<file path="config.mk">
export PLATFORM = sky130hd
export DESIGN_NAME = sub16_serial
export DESIGN_NICKNAME = d
export VERILOG_FILES = /design/src/rtl/sub16_serial.sv
export SDC_FILE = /design/constraint.sdc
export NUM_CORES = 1
export LEC_CHECK = 0
export ABC_AREA = 1
export BUFFER_PORTS_ARGS = -buffer_cell sky130_fd_sc_hd__buf_2
export CORE_ASPECT_RATIO = 0.9
export CORE_MARGIN = 8
export CORE_UTILIZATION = 45
export DETAILED_ROUTE_END_ITERATION = 10
export GPL_TIMING_DRIVEN = 0
export PLACE_DENSITY = 0.69
export SLEW_MARGIN = 10
export SYNTH_ARGS = -nofsm -noshare
export SYNTH_HDL_FRONTEND = slang
export SYNTH_SLANG_ARGS = --single-unit
</file>
<file path="constraint.sdc">
create_clock -name clk -period 7.65 [get_ports clk]
set_input_delay 1.1475 -clock clk [delete_from_list [all_inputs] [get_ports clk]]
set_output_delay 1.1475 -clock clk [all_outputs]
set_load 0.01 [all_outputs]
</file>
<file path="src/rtl/sub16_serial.sv">
// Nibble-serial 16-bit subtractor: computes a - b - bin one nibble per cycle
// and reports borrow-out, signed overflow and zero once all four nibbles are done.
module sub16_serial (
   input  logic        clk,
   input  logic        rst,
   input  logic        start,
   input  logic [15:0] a,
   input  logic [15:0] b,
   input  logic        bin,
   output logic [15:0] diff,
   output logic        bout,
   output logic        ovf,
   output logic        zero,
   output logic        busy,
   output logic        done
);

   typedef enum logic [1:0] {IDLE, RUN, DONE} state_t;

   state_t      state, state_nx;
   logic [1:0]  idx;
   logic [15:0] a_r, b_r;
   logic        brw;
   logic [3:0]  lsb;
   logic [4:0]  nib_sum;
   logic [15:0] diff_nx;

   // NOTE: sequential state uses non-blocking (<=) so every register samples
   // pre-edge values; blocking here would create order-dependent simulation races.
   always_ff @(posedge clk) begin
      if (rst) state <= IDLE;
      else     state <= state_nx;
   end

   // NOTE: every output of this block gets a default first, so no path leaves a
   // signal unassigned and no latch is inferred.
   always_comb begin
      state_nx = state;
      busy     = 1'b0;
      done     = 1'b0;
      case (state)
         IDLE: if (start) state_nx = RUN;
         RUN: begin
            busy = 1'b1;
            if (idx == 2'd3) state_nx = DONE;
         end
         DONE: begin
            busy     = 1'b1;
            done     = 1'b1;
            state_nx = IDLE;
         end
         default: state_nx = IDLE;
      endcase
   end

   // Subtraction as addition of the complement; the carry-out is the inverted borrow.
   always_comb begin
      lsb     = {idx, 2'b00};
      nib_sum = {1'b0, a_r[lsb +: 4]} + {1'b0, ~b_r[lsb +: 4]} + {4'b0000, ~brw};
      diff_nx = diff;
      diff_nx[lsb +: 4] = nib_sum[3:0];
   end

   always_ff @(posedge clk) begin
      if (rst) begin
         idx  <= 2'd0;
         a_r  <= 16'h0000;
         b_r  <= 16'h0000;
         brw  <= 1'b0;
         diff <= 16'h0000;
         bout <= 1'b0;
         ovf  <= 1'b0;
         zero <= 1'b0;
      end else begin
         case (state)
            IDLE: if (start) begin
               a_r  <= a;
               b_r  <= b;
               brw  <= bin;
               idx  <= 2'd0;
               bout <= 1'b0;
               ovf  <= 1'b0;
               zero <= 1'b0;
            end
            RUN: begin
               diff <= diff_nx;
               brw  <= ~nib_sum[4];
               idx  <= idx + 2'd1;
               // Flags are derived from the fully assembled result, including the last nibble.
               if (idx == 2'd3) begin
                  bout <= ~nib_sum[4];
                  ovf  <= (a_r[15] != b_r[15]) && (diff_nx[15] != a_r[15]);
                  zero <= (diff_nx == 16'h0000);
               end
            end
            default: ;
         endcase
      end
   end

endmodule

</file>
==> results.ini <==
[floorplan]
die_h_um=92.0
coreArea_um2=6180
rows=27
io_pins=57
start_util=0.467
die_area_um2=9240
chipWidth_um=100

[setup_path]
criticalPathCategory=flip-flop to flip-flop
startpoint_type=flip-flop
cp_max_fo=12
required_ns=7.90
crit_arrival_ns=3.65
cp-end-kind=flip-flop

[synthesis]
ys_seq_area_frac=0.388
netlist_instances=425
yosys.area.top_type=dfxtp_1
ys_top_cells_by_area=dfxtp_1, nor2_1, o21ai_0
syn_area_um2=2890
syn_avg_cell_area_um2=6.80
synth.top_cell.area_share=0.388
ys_warn_count=0
syn_nets=475
yosysUniqueCellTypes=29
synth_seq_cells=56

[routing]
vias_per_cell=5.03
dr.pass1.iters=4
postRouteAntennaNets=0
vias=2896
drc_errors=0
detail_route.iter0.violations=152
wl_per_cell_um=13.4
routed_wl_um=7700

[power]
peakVddDrop_mv=0.114
p_per_area_nw_per_um2=237
power_mw=0.800
p_leak_nw=1.67

[sta]
tightest_slew_ns=0.596
min_period_ns=3.40
maxSlewViolCount=0
skew_ns=0.0114
finalHoldViolations=0
setup_violations=0
fin_tns_setup_ns=0
period_share=0.444
clock.fmax_mhz=294
rsz0062_at_grt=no
slew_headroom=0.603
setup_slack_ns=4.25

[place]
placed_area_um2=3280
portBuffers=56
post-place-ws_ns=4.31
post-dp-hpwl_um=5970
gp_congestion=0.878

[global_route]
grt_pass1_wl_um=12900
grt_pass1_vias=2774
antenna_found_initial=0
grt_max_degree=18
grt_overflow=0
grt_usage=0.171

[finish]
area_delta_synth_final_pct=16.8
design_area_um2=3380
fin_nets=538
fillers=648
drive_gt1_frac=0.155
antennaDiodeCount=0

[outcome]
status=finished clean

[clocking]
htreeDepth=2
cts_sinks=56
clockBufferDepth=2
insertion_delay_ns=0.32
cts_tree=built
holdBufCountCts=0
cts-root-buf=clkbuf_8
cts_setup_buffers=0
clkTransAtPathRegs_ns=0.10
cts_resized=0
numCtsBuffers=5

[flow_run]
cap_violations=0

[hold_path]
min_path_type=flip-flop to flip-flop

cells in the mapped netlist, drive strengths merged:
cell type / instances
a21boi: 3
nand2: 66
nand3: 11
o211ai: 8
or2: 3
nor3: 1
a32o: 3
ha: 12
o22ai: 4
a21oi: 24
nand3b: 1
buf: 3
fa: 2
inv: 47
o21ai: 54
clkbuf: 17
a211oi: 1
nor2: 107
dfxtp: 56
nand4: 2
worst max-delay path: stages (launching register included):
cell,delay (ns)
dfxtp_1,0.56
inv_1,0.14
clkbuf_1,0.31
a32o_1,0.38
fa_1,0.44
inv_1,0.10
fa_1,0.46
nand2_1,0.12
nor2_1,0.04
a21boi_1,0.16
nand2_1,0.08
nor2_1,0.08
nand3_1,0.10
nor2_1,0.15
nand3_1,0.10
a21oi_2,0.12
cells in the final DEF, fill, tap and decap left out, types with 3 or more instances in the layout:
| cell type | instances |
|---|---|
| a21oi_1 | 22 |
| nand3_1 | 11 |
| dfxtp_1 | 56 |
| buf_2 | 56 |
| nand2_1 | 65 |
| o21ai_0 | 54 |
| o22ai_1 | 4 |
| inv_1 | 44 |
| ha_1 | 12 |
| o211ai_1 | 8 |
| clkbuf_8 | 6 |
| clkbuf_1 | 17 |
| nor2_1 | 106 |
| a32o_1 | 3 |
flip-flops by register name (all words and copies together), names as in the netlist:
| name | count |
|---|---|
| a_r | 16 |
| b_r | 16 |
| diff | 16 |
| idx | 2 |
| state | 2 |
| bout | 1 |
| brw | 1 |
| ovf | 1 |
| zero | 1 |
per-layer routing:
metal	global-route usage	up-vias	routed length [um]
met2	0.272	82	3440
met3	0.0370	7	531
li1	-	1486	-
met4	0.0440	0	81
met1	0.229	1321	3650
met5	0	-	0
final cells by class:
class,instances,area (um^2),area share
flip-flops and latches,56,1120,0.332
plain buffers,20,90.1,0.0267
multi-input cells,302,1490,0.443
clock buffers,6,82.6,0.0245
inverters,47,184,0.0545
clock inverters,2,15.0,0.00445
repair buffers,56,280,0.0830
well taps,87,109,0.0322
worst paths after layout:
kind / slack (ns) / cells after the start / start / endpoint
max reg2reg: 4.25 / 15 / idx[1] / zero
max: 4.25 / 15 / idx[1] / zero
min: 0.46 / 2 / b_r[3] / b_r[3]
min reg2reg: 0.46 / 2 / b_r[3] / b_r[3]
per-stage QoR:
stage	std cells	hold WS [ns]	util
6_report	576	0.462	0.546
5_1_grt	576	0.501	0.546
4_1_cts	576	0.463	0.546
3_5_place_dp	568	0.450	0.530
3_3_place_gp	568	0.441	0.530
2_1_floorplan	425	0.424	-
where the power goes:
group	internal, mW	switching, mW	total (mW)
registers	0.329	0.0233	0.352
logic	0.101	0.171	0.272
clock network	0.0736	0.102	0.176
total	0.504	0.296	0.800
cells by family (layout without fill, tap and decap cells):
kind of cell	Yosys count	after routing	synth area share
compound gates	97	97	0.188
buf+inv	67	131	0.0948
flops	56	56	0.388
fa+ha+maj	14	14	0.0658
simple gates	191	191	0.263
No activity file was read; power rests on OpenSTA's default activity.
